[src/rtl/line_burst_adapter.sv]
// line_burst_adapter
// Converts whole-line (256-bit) cache memory requests into a burst of four
// 64-bit beats on the main-memory bus and reassembles read beats into a line.
// One line transfer is in flight at a time; completion is a one-cycle resp_o.
//
// Handshake: the cache holds read_i/write_i (with address_i/line_i) until it
// sees resp_o; the request is accepted only in IDLE and its address/line are
// captured then, so later changes are ignored until the adapter returns to
// IDLE. Toward memory, read_o/write_o stay high for the whole burst and every
// cycle with resp_i high transfers exactly one beat, lowest 64 bits first.
// resp_i outside a burst is ignored. Every output is a register or a decode
// of registers, so no input reaches an output combinationally.
module line_burst_adapter #(
    parameter int s_offset = 5,
    parameter int s_line   = 256,
    parameter int s_beat   = 64
) (
    input  logic              clk,
    input  logic              rst,
    input  logic [31:0]       address_i,
    input  logic              read_i,
    input  logic              write_i,
    input  logic [s_line-1:0] line_i,
    output logic [s_line-1:0] line_o,
    output logic              resp_o,
    output logic [31:0]       address_o,
    output logic              read_o,
    output logic              write_o,
    output logic [s_beat-1:0] burst_o,
    input  logic [s_beat-1:0] burst_i,
    input  logic              resp_i,
    output logic [1:0]        dbg_state_o
);

    typedef enum logic [1:0] {
        IDLE  = 2'd0,
        READ  = 2'd1,
        WRITE = 2'd2,
        DONE  = 2'd3
    } state_t;

    state_t            state_q, state_d;
    logic [1:0]        count_q, count_d;
    logic [s_line-1:0] buf_q, buf_d;
    logic [31:0]       addr_q, addr_d;

    // Next-state: request acceptance in IDLE, beat transfer in READ/WRITE
    always_comb begin
        state_d = state_q;
        count_d = count_q;
        buf_d   = buf_q;
        addr_d  = addr_q;
        case (state_q)
            IDLE: begin
                // Read wins a tie; a held write is picked up on a later IDLE cycle
                if (read_i) begin
                    state_d = READ;
                    count_d = 2'd0;
                    addr_d  = {address_i[31:s_offset], {s_offset{1'b0}}};
                end else if (write_i) begin
                    state_d = WRITE;
                    count_d = 2'd0;
                    addr_d  = {address_i[31:s_offset], {s_offset{1'b0}}};
                    buf_d   = line_i;
                end
            end
            READ: begin
                if (resp_i) begin
                    buf_d[count_q*s_beat +: s_beat] = burst_i;
                    count_d = count_q + 2'd1;
                    if (count_q == 2'd3) begin
                        state_d = DONE;
                    end
                end
            end
            WRITE: begin
                if (resp_i) begin
                    count_d = count_q + 2'd1;
                    if (count_q == 2'd3) begin
                        state_d = DONE;
                    end
                end
            end
            default: begin
                state_d = IDLE;
            end
        endcase
    end

    // State registers; asynchronous reset aborts any burst without a response
    always_ff @(posedge clk or negedge rst) begin
        if (!rst) begin
            state_q <= IDLE;
            count_q <= 2'd0;
            buf_q   <= '0;
            addr_q  <= '0;
        end else begin
            state_q <= state_d;
            count_q <= count_d;
            buf_q   <= buf_d;
            addr_q  <= addr_d;
        end
    end

    // Outputs decoded purely from registered state
    always_comb begin
        line_o      = buf_q;
        address_o   = addr_q;
        read_o      = (state_q == READ);
        write_o     = (state_q == WRITE);
        resp_o      = (state_q == DONE);
        burst_o     = (state_q == WRITE) ? buf_q[count_q*s_beat +: s_beat] : '0;
        dbg_state_o = state_q;
    end

endmodule

[config.mk]
export PLATFORM = sky130hd
export DESIGN_NAME = line_burst_adapter
export DESIGN_NICKNAME = d
export VERILOG_FILES = /design/src/rtl/line_burst_adapter.sv
export SDC_FILE = /design/constraint.sdc
export NUM_CORES = 1
export LEC_CHECK = 0
export CORE_AREA = 2 2 276 278
export DETAILED_ROUTE_END_ITERATION = 6
export DIE_AREA = 0 0 278 280
export GPL_ROUTABILITY_DRIVEN = 0
export MAX_ROUTING_LAYER = met4
export PLACE_DENSITY = 0.55
export REMOVE_ABC_BUFFERS = 1
export SKIP_CTS_REPAIR_TIMING = 1
export SYNTH_ARGS = -nofsm -noshare
export SYNTH_HDL_FRONTEND = slang
export SYNTH_SLANG_ARGS = --single-unit
[constraint.sdc]
create_clock -name clk -period 7.15 [get_ports clk]
set_clock_uncertainty 0.05 [all_clocks]
set_input_delay 1.43 -clock clk [delete_from_list [all_inputs] [get_ports clk]]
set_output_delay 1.43 -clock clk [all_outputs]
set_load 0.01 [all_outputs]
==> impl_metrics.toml <==
[global_route]
grt_pass1_vias = 16940
grt.busiest_layer = "met2"
grt_pass1_wl_mm = 121
track_usage_pct = 21.4
met3_usage_pct = 4.08
use_met2_pct = 34.7
grt-ovfl-total = 0
grt_max_degree = 121
antenna_found_initial = 12
use_met1_pct = 26.9

[timing]
fin_crit_sh_pct = 69.7
relSlewSlack_pct = 21.0
worst_slack_ns = 2.17
report.final.slew_viol_count = 0
fmax_mhz = 201
rsz0062_at_grt = "no"
tns_ns = 0
tightest_slew_ns = 1.19
finalSetupViolCount = 0
fin_crit_ns = 4.98
hold_viol = 0

[cts]
clock_latency_ns = 0.57
clk_path_buf_depth = 3
cts_num_sinks = 287
clk_pin_slew_worst_paths_ns = 0.06
htree_num_levels = 2
cts_root_buf = "clkbuf_16"
numCtsBuffers = 38
cts_tree = "done"

[route]
drt-total-wl_mm = 83.8
dr.pass1.iters = 5
via_count = 15806
wire_per_inst_um = 28.1
antenna_left = 0
remaining_drc_errors = 0
drt_iter0_markers = 971
viasPerCell = 5.30

[status]
status = "complete, no violations"

[place]
place_ws_ns = 2.76
hpwl_mm = 55.6
numPortBuffers = 703
place_inst = 2906
place_area_um2 = 25000

[yosys]
synthCells = 1366
ys_ff_latch = 287
ys.flop_type = "dfrtp_1"
netlist_area_um2 = 17200
synth.avg_cell_area_um2 = 12.6
synth_edf_count = 0
synth_cell_type_count = 33
async_flop_share_pct = 100
synth-seq-area-share_pct = 41.7
yosys_warnings = 0

[cells_and_area]
multi_input_area_um2 = 9280
regArea_um2 = 7190
nets = 2334
fillers = 7402
drive_above_1_share_pct = 21.7
area_growth_pct = 52.7
final_cells = 2984
final_area_um2 = 26300

[setup_path]
path_buf_inv = 3
regToRegStartpoint = "count_q[1]$_DFFE_PN0P_"
cp_cell_sequence = "inv_1 -> ha_2 -> buf_4 -> and2_1 -> clkdlybuf4s50_1"
arrival_ns = 3.50
crit_fanout = 34
slowest_delay_ns = 0.81
r2r_setup_slack_ns = 3.16
worst_setup_path_start_kind = "flip-flop"
timing.rr.end = "line_o[25]$_DFFE_PN0P_"
cp_top_family = "buffers and inverters"
r2r_cells = 7
end_kind = "primary output"
worstSetupPathType = "reg2out"
critical_path.slowest_cell = "ha_2"
required_ns = 5.67

[die]
design.die.area_um2 = 77800
die_w_um = 278
io_pins = 714
dieHeight_um = 280
start_util_pct = 22.9
core_um2 = 75200
num_rows = 101

[worst_hold_path]
holdPathEnd = "address_o[27]$_DFFE_PN0P_"
hold_class = "reg2reg"
hold_depth = 1
min_from = "address_o[27]$_DFFE_PN0P_"

[pwr]
ir_worst_vdd_mv = 0.373
finalPower_mw = 12.9
p_leak_nw = 9.60
powerDensity_nw_per_um2 = 490

[job]
cap_violations = 0
[final cells by class]
class                   count  share of cell area, %
well taps                 978                   4.66
clock inverters            17                  0.719
flip-flops and latches    287                   27.4
multi-input cells         904                   35.3
clock buffers              52                   4.08
inverters                   6                  0.114
repair buffers            731                   27.7
diodes                      9                 0.0857
[through the flow]
step | hold slack [ns] | utilization, %
after global routing | 0.478 | 35.0
after CTS | 0.454 | 34.9
after detailed placement | 0.442 | 33.3
final | 0.450 | 35.0
after floorplan | 0.494 | -
after global placement | 0.437 | 33.3
[cell usage in the layout (no fill, tap or decap), types with 2 or more instances in the layout]
cell type,count
nand4b_1,64
inv_6,3
nand2_1,5
clkbuf_16,38
inv_1,5
mux2_2,258
a21oi_1,3
a32o_1,64
buf_12,2
diode_2,9
mux4_2,64
o311ai_0,2
a22oi_4,4
clkbuf_1,7
buf_4,26
inv_8,2
clkbuf_8,7
dfrtp_1,285
conb_1,5
o2bb2ai_1,192
o21ai_0,2
nand3b_1,65
ha_1,3
clkinv_2,9
mux2_1,27
ha_4,5
bufinv_16,3
clkdlybuf4s50_1,702
dfrtp_4,2
and2_1,64
nand4_1,64
[where the power goes]
group / switching, mW / total (mW) / internal [mW]
registers: 0.796 / 3.25 / 2.45
logic: 3.69 / 7.65 / 3.96
clock network: 0.809 / 1.98 / 1.17
total: 5.30 / 12.9 / 7.58
[cell families after synthesis]
group,Yosys count,synth area share [%]
multiplexers,349,27.0
flip-flops,287,41.7
AND/OR/NAND/NOR,273,11.4
AO/OA/AOI/OAI,268,14.3
buffers and inverters,179,4.95
adder cells (fa/ha/maj),9,0.654
other,1,0.0218
[worst max-delay path by stage]
stage                                           from                 endpoint  slack (ns)  cells past startpoint
final                     dbg_state_o[0]$_DFFE_PN0P_              burst_o[26]        2.17                      5
after global placement        count_q[1]$_DFFE_PN0P_              burst_o[48]        2.79                      4
after global routing      dbg_state_o[0]$_DFFE_PN0P_              burst_o[48]        2.07                      5
after floorplan               count_q[0]$_DFFE_PN0P_  line_o[192]$_DFFE_PN0P_       -0.58                      4
after detailed placement  dbg_state_o[0]$_DFFE_PN0P_              burst_o[48]        2.76                      5
after CTS                 dbg_state_o[0]$_DFFE_PN0P_              burst_o[48]        2.14                      5
[cell usage after synthesis, drive strengths merged, types with 9 or more instances]
cell type / number / area (um^2)
ha: 9 / 113
nand3b: 66 / 508
nand4b: 64 / 561
and2: 65 / 407
mux4: 64 / 1440
clkbuf: 91 / 342
o2bb2ai: 192 / 1680
dfrtp: 287 / 7180
nand4: 64 / 400
buf: 82 / 488
mux2: 285 / 3210
a32o: 64 / 641
[sequential cells by signal (all words and copies together) (netlist names)]
signal       cells
count_q          2
address_o       27
line_o         256
dbg_state_o      2
[routing by layer]
layer	vias up	routed length [um]
li1	6635	-
met1	8293	34200
met2	734	41000
met3	144	6170
met4	0	2460
met5	-	0
[worst register-to-register path: stages, from the launching register on]
cell and delay [ns]:
dfrtp_4 0.76, inv_1 0.34, ha_4 0.57, buf_4 0.64, nand2_1 0.27, a22oi_4 0.16, buf_4 0.59, mux2_2 0.50
No activity file was read; power rests on OpenSTA's default activity.
